==> src/rtl/csr_trap_unit.sv <==
// Machine-mode CSR file with level-sensitive interrupts, trap entry and mret.
// Trap entry beats mret and CSR ops; mret overrides MIE/MPIE after a CSR op.
module csr_trap_unit #(
  parameter int          NUM_IRQ   = 4,
  parameter logic [31:0] MTVEC_RST = 32'h0
) (
  input  logic               CLK,
  input  logic               RST,
  input  logic [NUM_IRQ-1:0] IRQ,
  input  logic [11:0]        ADDR,
  input  logic [1:0]         OP,
  input  logic [31:0]        WD,
  input  logic [31:0]        PC,
  input  logic               INT_TAKEN,
  input  logic               MRET,
  output logic [31:0]        RD,
  output logic [31:0]        CSR_MEPC,
  output logic [31:0]        CSR_MTVEC,
  output logic               INT_PEND,
  output logic               ILLEGAL
);

  localparam logic [11:0] A_MSTATUS  = 12'h300;
  localparam logic [11:0] A_MIE      = 12'h304;
  localparam logic [11:0] A_MTVEC    = 12'h305;
  localparam logic [11:0] A_MSCRATCH = 12'h340;
  localparam logic [11:0] A_MEPC     = 12'h341;
  localparam logic [11:0] A_MCAUSE   = 12'h342;
  localparam logic [11:0] A_MIP      = 12'h344;
  localparam logic [11:0] A_MCYCLE   = 12'hB00;
  localparam logic [11:0] A_MCYCLEH  = 12'hB80;

  logic               status_mie;
  logic               status_mpie;
  logic [NUM_IRQ-1:0] mie_en;
  logic [NUM_IRQ-1:0] mip;
  logic [31:0]        mtvec;
  logic [31:0]        mscratch;
  logic [31:0]        mepc;
  logic               mcause_int;
  logic [3:0]         mcause_code;
  logic [63:0]        mcycle;

  logic [31:0]        old_val;
  logic [31:0]        new_val;
  logic               writable;
  logic               wr_en;
  logic [NUM_IRQ-1:0] active;
  logic [3:0]         cause;
  logic [63:0]        mcycle_nxt;

  always_comb begin
    old_val  = 32'h0;
    writable = 1'b0;
    case (ADDR)
      A_MSTATUS: begin
        old_val  = {24'h0, status_mpie, 3'b000, status_mie, 3'b000};
        writable = 1'b1;
      end
      A_MIE: begin
        old_val  = 32'(mie_en);
        writable = 1'b1;
      end
      A_MTVEC: begin
        old_val  = mtvec;
        writable = 1'b1;
      end
      A_MSCRATCH: begin
        old_val  = mscratch;
        writable = 1'b1;
      end
      A_MEPC: begin
        old_val  = mepc;
        writable = 1'b1;
      end
      A_MCAUSE: begin
        old_val  = {mcause_int, 27'h0, mcause_code};
        writable = 1'b1;
      end
      A_MIP: old_val = 32'(mip);
      A_MCYCLE: begin
        old_val  = mcycle[31:0];
        writable = 1'b1;
      end
      A_MCYCLEH: begin
        old_val  = mcycle[63:32];
        writable = 1'b1;
      end
      default: ;
    endcase
  end

  always_comb begin
    case (OP)
      2'b01:   new_val = WD;
      2'b10:   new_val = old_val | WD;
      2'b11:   new_val = old_val & ~WD;
      default: new_val = old_val;
    endcase
  end

  assign RD        = old_val;
  assign ILLEGAL   = (OP != 2'b00) && !writable;
  assign wr_en     = (OP != 2'b00) && writable && !INT_TAKEN;
  assign active    = mip & mie_en;
  assign INT_PEND  = status_mie & (|active);
  assign CSR_MEPC  = mepc;
  assign CSR_MTVEC = mtvec;

  // Lowest-numbered pending and enabled line wins.
  always_comb begin
    cause = 4'h0;
    for (int i = NUM_IRQ - 1; i >= 0; i--) begin
      if (active[i]) cause = 4'(i);
    end
  end

  always_comb begin
    mcycle_nxt = mcycle + 64'h1;
    if (wr_en && ADDR == A_MCYCLE)  mcycle_nxt = {mcycle[63:32], new_val};
    if (wr_en && ADDR == A_MCYCLEH) mcycle_nxt = {new_val, mcycle[31:0]};
  end

  always_ff @(posedge CLK or posedge RST) begin
    if (RST) begin
      status_mie  <= 1'b0;
      status_mpie <= 1'b0;
      mie_en      <= '0;
      mip         <= '0;
      mtvec       <= MTVEC_RST;
      mscratch    <= 32'h0;
      mepc        <= 32'h0;
      mcause_int  <= 1'b0;
      mcause_code <= 4'h0;
      mcycle      <= 64'h0;
    end else begin
      mip    <= IRQ;
      mcycle <= mcycle_nxt;
      if (INT_TAKEN) begin
        mepc        <= PC & 32'hFFFF_FFFC;
        status_mpie <= status_mie;
        status_mie  <= 1'b0;
        if (INT_PEND) begin
          mcause_int  <= 1'b1;
          mcause_code <= cause;
        end
      end else begin
        if (wr_en) begin
          case (ADDR)
            A_MSTATUS: begin
              status_mie  <= new_val[3];
              status_mpie <= new_val[7];
            end
            A_MIE:      mie_en <= new_val[NUM_IRQ-1:0];
            A_MTVEC:    mtvec <= new_val;
            A_MSCRATCH: mscratch <= new_val;
            A_MEPC:     mepc <= new_val & 32'hFFFF_FFFC;
            A_MCAUSE: begin
              mcause_int  <= new_val[31];
              mcause_code <= new_val[3:0];
            end
            default: ;
          endcase
        end
        // mret sees MPIE as just written by a same-cycle mstatus op.
        if (MRET) begin
          status_mie  <= (wr_en && ADDR == A_MSTATUS) ? new_val[7] : status_mpie;
          status_mpie <= 1'b1;
        end
      end
    end
  end

endmodule

==> config.mk <==
export PLATFORM = sky130hd
export DESIGN_NAME = csr_trap_unit
export DESIGN_NICKNAME = d
export VERILOG_FILES = /design/src/rtl/csr_trap_unit.sv
export SDC_FILE = /design/constraint.sdc
export NUM_CORES = 1
export LEC_CHECK = 0
export BUFFER_PORTS_ARGS = -buffer_cell sky130_fd_sc_hd__buf_2
export CORE_AREA = 3 3 148 179
export DETAILED_ROUTE_END_ITERATION = 12
export DIE_AREA = 0 0 151 182
export PLACE_DENSITY = 0.74
export SLEW_MARGIN = 10
export SYNTH_ARGS = -nofsm -noshare
export SYNTH_HDL_FRONTEND = slang
export SYNTH_SLANG_ARGS = --single-unit
==> constraint.sdc <==
create_clock -name CLK -period 6.05 [get_ports CLK]
set_input_delay 1.21 -clock CLK [delete_from_list [all_inputs] [get_ports CLK]]
set_output_delay 1.21 -clock CLK [all_outputs]
set_load 0.02 [all_outputs]
-- Word-level counts from Yosys, hierarchy flattened
Cells that the tools add are included.
- bits in registers: 175
- bits of input ports: 86
- output and inout bits: 98
- $add $sub $neg: 1
- equal/unequal tests: 14
- multiplexer cells: 29
- bitwise logic cells: 6
- reduce and logical (&&, ||, !) cells: 22
- operators by type and width (kind ; count):
    32-bit one-hot mux with 9 select lines ; 1
    64-bit 2-to-1 mux ; 2
    32-bit 2-to-1 mux ; 3
    32-bit one-hot mux with 3 select lines ; 1
    12-bit by 10-bit equality test with 1-bit output, second input constant ; 7
    64-bit by 1-bit adder with 64-bit output, second input constant ; 1
    32-bit AND ; 1
    32-bit NOT ; 1
    32-bit OR ; 1
    4-bit 2-to-1 mux ; 7
    12-bit equality test, second input constant ; 2
    1-bit 2-to-1 mux ; 14
    3-bit AND reduction ; 4
    2-bit nonzero test ; 4
    8-bit OR reduction ; 1
    1-bit logical AND ; 6
    3-bit nonzero test ; 2
    4-bit AND ; 1
    2-bit equality test, second input constant ; 2
    2-bit by 1-bit inequality test with 1-bit output, second input constant ; 2
    2-bit AND reduction ; 2
    4-bit OR reduction ; 1
    2-bit by 1-bit equality test with 1-bit output, second input constant ; 1
    1-bit logical NOT ; 2
    other kinds (3) ; 3

-- Longest topological paths before layout
Gate-level depths: netlist (run 1).
- word-level depth: 9
- gate-level depth with buffers: 10
- mapped depth without buffers: 7

-- Least setup slack after synthesis (run 1)
OpenSTA, ideal clock, no wires.
- kind: input to output
- start: in ADDR[5]
- end: out RD[13]
- arrival: 2.959 ns
- setup slack: 1.881 ns
- stages on the path: 7
- buffers on the path: 3
- cells stage by stage: clkbuf_1 -> or4b_1 -> buf_2 -> nor4_4 -> buf_2 -> a222oi_1 -> nand2_1
- cells in the longest elaborated chain, start to end: 2
- elaborated cells between the ends (all ways): 10
- ends and longest elaborated chain (element ; RTL line ; RTL):
    start: declaration ; 10 ; input logic [11:0] ADDR,
    12-bit equality test or 12-bit by 10-bit equality test with 1-bit output (tied branches) ; 55 ; case (ADDR)
    32-bit one-hot mux with 9 select lines (*) ; 55 ;
    end: declaration ; 16 ; output logic [31:0] RD,
Every way passes the cells marked *; elsewhere a longest branch is shown, timed or not.

-- Final worst setup path (run 1)
- start: in ADDR[7]
- end: out RD[14]
The elaborated chain is that of the path after synthesis.

==> impl_summary.txt, run 1 <==
----------------------------------------------------
[Synthesis]
  Top post-synthesis cells by area ... dfrtp_1, nand2_1, nand4_1
  Top-count cell post-synth ... nand2_1
  Number of synthesized flops with an enable pin ... 0
  Syn_area_per_cell ... 8.43 um2
  Cell area after technology mapping ... 11,100 um2
  Most used DFF post-synth ... dfrtp_1
  Area fraction of the dominant cell type after synthesis ... 0.390
  Ys async rst share ... 1.00
  Leading post-synthesis cells by instance count ... nand2_1, dfrtp_1, nand4_1
  Synthesis Warnings ... 0
  Post-Syn Instances ... 1,317
  Flip-flop and latch count after synthesis ... 173
  Biggest area consumer among synthesized cells ... dfrtp_1
  Unique cell type count in the Yosys netlist ... 81
  Fraction of the yosys area taken by sequential cells ... 0.390

[STA]
  Final critical-path required period ... 4.93 ns
  Worst setup skew after layout ... 0.00968 ns
  Share of the clock period used by the worst path ... 0.816
  Final setup violation count ... 0
  Setup tns final ... 0 ns
  Worst Max-Slew Pin Slew ... 1.29 ns
  Hold violation count in the final report ... 0
  Max-slew violation count ... 0
  RSZ-0062 raised after global routing ... false
  Upper clock frequency limit ... 203 MHz
  Worst slew margin relative to its limit ... 0.129

[Finish]
  Antenna Cells ... 0
  Proportion of layout cells with a drive suffix above 1 ... 0.193
  Area growth from synthesis to layout ... 15.7%
  Final #Nets ... 1,522
  Fill cell instance count of the final layout ... 2,333
  Multi-input gate area ... 6250 um2
  Sequential cell area in the final layout ... 4330 um2
  Core occupancy in the finished layout ... 0.519

[GRT]
  Overall routing resource usage ... 0.298
  Remaining global-route overflow ... 0
  Number of antenna violations at the first check in global routing ... 0
  Wire length of the first global-routing pass ... 63,500 um
  Maximum number of pins on one net before global-route repair ... 90
  Vias in the first global route ... 11,000

[Die]
  Number of placed I/O pins ... 184
  Die Width ... 151 um
  Number of standard-cell rows in the floorplan ... 63
  Effective utilization at floorplan ... 0.449
  Die Y-Extent ... 182 um
  Area of the die ... 27,500 um2
  Core Area ... 24,800 um2

[Hold path]
  Worst hold-check path type ... reg -> reg

[Detailed routing]
  First-iteration detailed-routing DRC count ... 1,724
  Total Routed Length ... 41,500 um
  Count of TritonRoute iterations in the first routing pass ... 8
  Number of vias in the routed layout ... 11,800
  Ratio of routed vias to standard cells ... 6.63
  Remaining number of nets flagged by the antenna check after routing ... 0
  Post-DR wirelength/cell ... 23.4 um
  DRC violation count after routing ... 0

[Power]
  Worst supply voltage drop on vdd ... 197 uV
  Power per standard cell area ... 215 nW/um2
  Leakage power summed over all cells ... 5.64 nW

[Critical path]
  Cells along the critical path ... buf_2, or4b_1, nor4_4, buf_4, nand2_1, nand4_1, buf_2
  Type of element launching the critical path ... input pin
  Largest stage delay on the critical path ... 0.92 ns
  Worst Path Required ... 4.84 ns
  Library cell contributing the largest single delay on the critical path ... nor4_4
  Category of the worst setup path capture point ... output port
  Classification of the worst setup path ... in -> out
  Highest fanout seen on the critical path ... 13
  Library cell appearing most often on the critical path ... buf_2
  Arr. time, crit path ... 3.72 ns

[Place]
  Detail Placement HPWL ... 28,700 um
  Weighted congestion at the end of routability-driven global placement ... 0.947
  PortBufs ... 179

[CTS]
  Inserted Clock Buffers ... 17
  Clock tree from TritonCTS ... done
  Post-cts sizing count ... 0
  Buffer depth of the longest clock path ... 2
  Post-CTS Hold Fix Bufs ... 0
  CTS sink count ... 173
  Later-pin clock latency in the skew report ... 0.45 ns
  Number of post-CTS setup repair buffers ... 0
  H-tree level count ... 4
  Clock transition time at the flip-flop clock pins of the worst setup and hold paths ... 0.07 ns
  CTS root buffer ... clkbuf_16

[Run]
  Max-cap viol count ... 0

[Run status]
  Status ... completed

----------------------------------------------------
[power by group]
part           internal, mW  switching, mW
Clock                 0.666          0.498
Combinational         0.114          0.212
Sequential             1.20         0.0697
[layout by cell type, fill, tap and decap left out, drive strengths merged, types with 7 or more instances in the layout]
cell,count
nand2,213
buf,205
dfrtp,173
o21ai,110
nand4,86
nor2,70
inv,41
nand3,35
nor4,26
nor3,25
mux2i,23
a31oi,23
nor2b,22
xnor2,22
a21oi,22
clkbuf,20
xor2,19
a211oi,18
a22oi,16
a222oi,15
o31ai,15
o22ai,13
and3,13
or4,13
and2,12
o211ai,12
mux2,11
or3,11
o2111a,10
a2111oi,10
a22o,10
a21o,10
and4,9
a211o,8
nor3b,7
a31o,7
[path summary, 6_finish.rpt]
kind | startpoint | to | slack [ns] | cells after the start
worst min register to register | mscratch[3] | mscratch[3] | 0.49 | 2
worst max register to register | mcycle[5] | mcycle[63] | 2.95 | 6
worst max-delay path | ADDR[7] | RD[14] | 1.12 | 7
worst min-delay path | mscratch[3] | mscratch[3] | 0.49 | 2
max in group asynchronous | RST | CSR_MEPC[26] | 4.19 | 3
min in group asynchronous | RST | mscratch[0] | 0.87 | 2
[cell type report]
class                   instances  area share
multi-input cells            1001       0.487
flip-flops and latches        173       0.337
repair buffers                205      0.0859
clock buffers                  20      0.0348
well taps                     325      0.0317
clock inverters                12      0.0124
inverters                      37      0.0112
[routing by layer]
metal  vias to the layer above  global-route usage  wire, um
met5                         -                   0         0
li1                       5199                   -         -
met4                         0               0.123      1780
met1                      5605               0.411     16500
met2                       814               0.450     18600
met3                       140              0.0709      4620
[sequential cells by signal (all words and copies together) (netlist names)]
register / flops
mip: 4
status_mpie: 1
mcause_int: 1
mcycle: 64
mscratch: 32
CSR_MEPC: 30
CSR_MTVEC: 32
status_mie: 1
mie_en: 4
mcause_code: 4
[logic make-up (layout without fill, tap and decap cells)]
family | after synthesis | in the layout | synth area share
and+or+nand+nor | 575 | 575 | 0.270
other | 1 | 2 | 0.000338
DFF | 173 | 173 | 0.390
buffers and inverters | 144 | 274 | 0.0530
AOI/OAI and AO/OA | 347 | 347 | 0.219
xor gates and xnor gates | 41 | 41 | 0.0323
muxes | 35 | 35 | 0.0339
adders and majority gates | 1 | 1 | 0.00113
[critical path, delay by kind of cell]
family / cells / cell delay, ns
buffers and inverters: 3 / 0.64
and+or+nand+nor: 4 / 1.86
[metrics by stage]
| stage | instance area, um2 | power [mW] | instances | setup WS (ns) | hold slack [ns] |
|---|---|---|---|---|---|
| after global placement | 12200 | 1.60 | 1741 | 1.14 | 0.464 |
| after global routing | 12800 | 2.84 | 1773 | 1.02 | 0.506 |
| after detailed placement | 12200 | 1.60 | 1741 | 1.12 | 0.475 |
| final | 12800 | 2.76 | 1773 | 1.12 | 0.488 |
| after floorplan | 11100 | 1.47 | 1318 | 0.152 | 0.448 |
| after CTS | 12800 | 2.76 | 1773 | 1.13 | 0.490 |
(Power assumes the default switching activity.)
==> inputs of run 2 (changes only) <==
--- a/config.mk
+++ b/config.mk
@@ -9,7 +9,7 @@
 export CORE_AREA = 3 3 148 179
 export DETAILED_ROUTE_END_ITERATION = 12
 export DIE_AREA = 0 0 151 182
-export PLACE_DENSITY = 0.74
+export PLACE_DENSITY = 0.71
 export SLEW_MARGIN = 10
 export SYNTH_ARGS = -nofsm -noshare
 export SYNTH_HDL_FRONTEND = slang
==> constraint.sdc (replaced) <==
create_clock -name CLK -period 4.6 [get_ports CLK]
set_input_delay 0.92 -clock CLK [delete_from_list [all_inputs] [get_ports CLK]]
set_output_delay 0.92 -clock CLK [all_outputs]
set_load 0.02 [all_outputs]
==> impl_summary.txt, run 2 (synthesis gave the netlist of run 1 again) <==
----------------------------------------------------
[GRT]
  Overall routing resource usage ... 0.304
  Maximum number of pins on one net before global-route repair ... 174
  Wire length of the first global-routing pass ... 64,900 um
  Remaining global-route overflow ... 0
  Busiest layer in global routing ... met2
  GRT met1 Usage ... 0.426
  Vias in the first global route ... 11,100
  Number of antenna violations at the first check in global routing ... 0
  Global routing usage on met2 ... 0.441
  Met3 track demand over resource ... 0.0874

[Finish]
  Commonest non-fill, non-tap cell in the layout ... nand2_1
  Final #Nets ... 1,535
  Antenna Cells ... 0
  Fill cell instance count of the final layout ... 2,381
  Register with the most flip-flops ... mcycle
  Number of flip-flops under the largest register name ... 64
  Proportion of layout cells with a drive suffix above 1 ... 0.201
  Area growth from synthesis to layout ... 16.4%
  Core occupancy in the finished layout ... 0.522
  Most frequent cells in the layout ... nand2_1, buf_2, dfrtp_1
  Summed area of non-filler cells in the final layout ... 12,900 um2

[STA]
  Max-slew violation count ... 0
  RSZ-0062 raised after global routing ... false
  Setup tns final ... 0 ns
  Worst Max-Slew Pin Slew ... 1.24 ns
  Final setup violation count ... 0
  Worst setup skew after layout ... 0.0122 ns
  Worst slew margin relative to its limit ... 0.162
  Share of the clock period used by the worst path ... 0.879
  Final critical-path required period ... 4.04 ns
  Upper clock frequency limit ... 247 MHz
  Hold violation count in the final report ... 0

[Critical path]
  Type of element launching the critical path ... input pin
  Arr. time, crit path ... 3.12 ns
  Category of the worst setup path capture point ... output port
  Highest fanout seen on the critical path ... 20
  Number of cells on the worst reg-to-reg path ... 6
  Classification of the worst setup path ... in -> out
  Worst Path Required ... 3.68 ns

[Detailed routing]
  Count of TritonRoute iterations in the first routing pass ... 7
  Remaining number of nets flagged by the antenna check after routing ... 0
  Ratio of routed vias to standard cells ... 6.61
  Total Routed Length ... 42,000 um
  First-iteration detailed-routing DRC count ... 1,540
  Number of vias in the routed layout ... 11,800
  Post-DR wirelength/cell ... 23.5 um
  DRC violation count after routing ... 0

[CTS]
  Clock transition time at the flip-flop clock pins of the worst setup and hold paths ... 0.07 ns
  Inserted Clock Buffers ... 17
  Later-pin clock latency in the skew report ... 0.44 ns
  Clock tree from TritonCTS ... done
  Post-CTS Hold Fix Bufs ... 0
  H-tree level count ... 4
  Number of post-CTS setup repair buffers ... 0
  CTS sink count ... 173
  Buffer depth of the longest clock path ... 2
  Post-cts sizing count ... 0
  CTS root buffer ... clkbuf_16

[Hold path]
  Worst hold-check path type ... reg -> reg
  Hold Path Stages ... 2

[Run]
  Max-cap viol count ... 0

[Die]
  Number of standard-cell rows in the floorplan ... 63
  Core Area ... 24,800 um2
  Die Width ... 151 um
  Area of the die ... 27,500 um2
  Die Y-Extent ... 182 um
  Number of placed I/O pins ... 184
  Effective utilization at floorplan ... 0.449

[Place]
  Area of placed instances ... 12,300 um2
  PortBufs ... 179
  Detail Placement HPWL ... 29,600 um
  Weighted congestion at the end of routability-driven global placement ... 0.962

[Power]
  Worst supply voltage drop on vdd ... 269 uV
  Leakage power summed over all cells ... 5.69 nW
  Switching Power ... 1.02 mW
  Relative contribution of the clock network to total power ... 0.413
  Internal power contribution ... 2.56 mW
  Overall Power ... 3.58 mW
  Fraction of power consumed by sequential logic ... 0.466
  Part of the total power dissipated in combinational logic ... 0.121
  Power per standard cell area ... 277 nW/um2
  Switching share of power ... 0.284

[Run status]
  Status ... completed

----------------------------------------------------
## run 2: per-layer routing
metal | wire length, um | vias up
met2 | 18700 | 756
li1 | - | 5237
met4 | 1560 | 0
met1 | 17000 | 5688
met5 | 0 | -
met3 | 4750 | 119
## run 2: area by class of cell
cell class / count / area, um2 / share of cell area
Multi-Input combinational cell: 1001 / 6250 / 0.484
Timing Repair Buffer: 218 / 1200 / 0.0930
Clock buffer: 23 / 508 / 0.0393
Tap cell: 325 / 407 / 0.0315
Inverter: 37 / 143 / 0.0110
Clock inverter: 8 / 78.8 / 0.00610
Sequential cell: 173 / 4330 / 0.335
## run 2: worst max-delay path, stage by stage
cell	delay (ns)
buf_2	0.26
or4_1	0.77
nor3_2	0.33
buf_4	0.32
a22o_1	0.20
a211o_1	0.14
buf_2	0.18
## run 2: worst paths after layout
check | startpoint | endpoint | slack, ns
setup / recovery | ADDR[0] | RD[2] | 0.56
hold / removal | mscratch[11] | mscratch[11] | 0.49
setup reg to reg | mcycle[19] | mcycle[50] | 1.56
hold reg to reg | mscratch[11] | mscratch[11] | 0.49
max in group asynchronous | RST | CSR_MTVEC[1] | 3.01
min in group asynchronous | RST | mie_en[1] | 0.59
## run 2: power groups by stage
stage | Combinational, mW | Clock (mW) | Sequential [mW]
floorplan | 0.252 | 0 | 1.68
global placement | 0.417 | 0 | 1.69
detailed placement | 0.426 | 0 | 1.69
CTS | 0.427 | 1.48 | 1.66
global route | 0.470 | 1.54 | 1.67
finish | 0.431 | 1.48 | 1.67
## run 2: metrics by stage
step           hold slack (ns)  worst slack [ns]  std cells
2_1_floorplan            0.448              1.01       1318
3_3_place_gp             0.463             0.635       1754
3_5_place_dp             0.475             0.622       1754
4_1_cts                  0.490             0.614       1785
5_1_grt                  0.511             0.481       1785
6_report                 0.488             0.555       1785
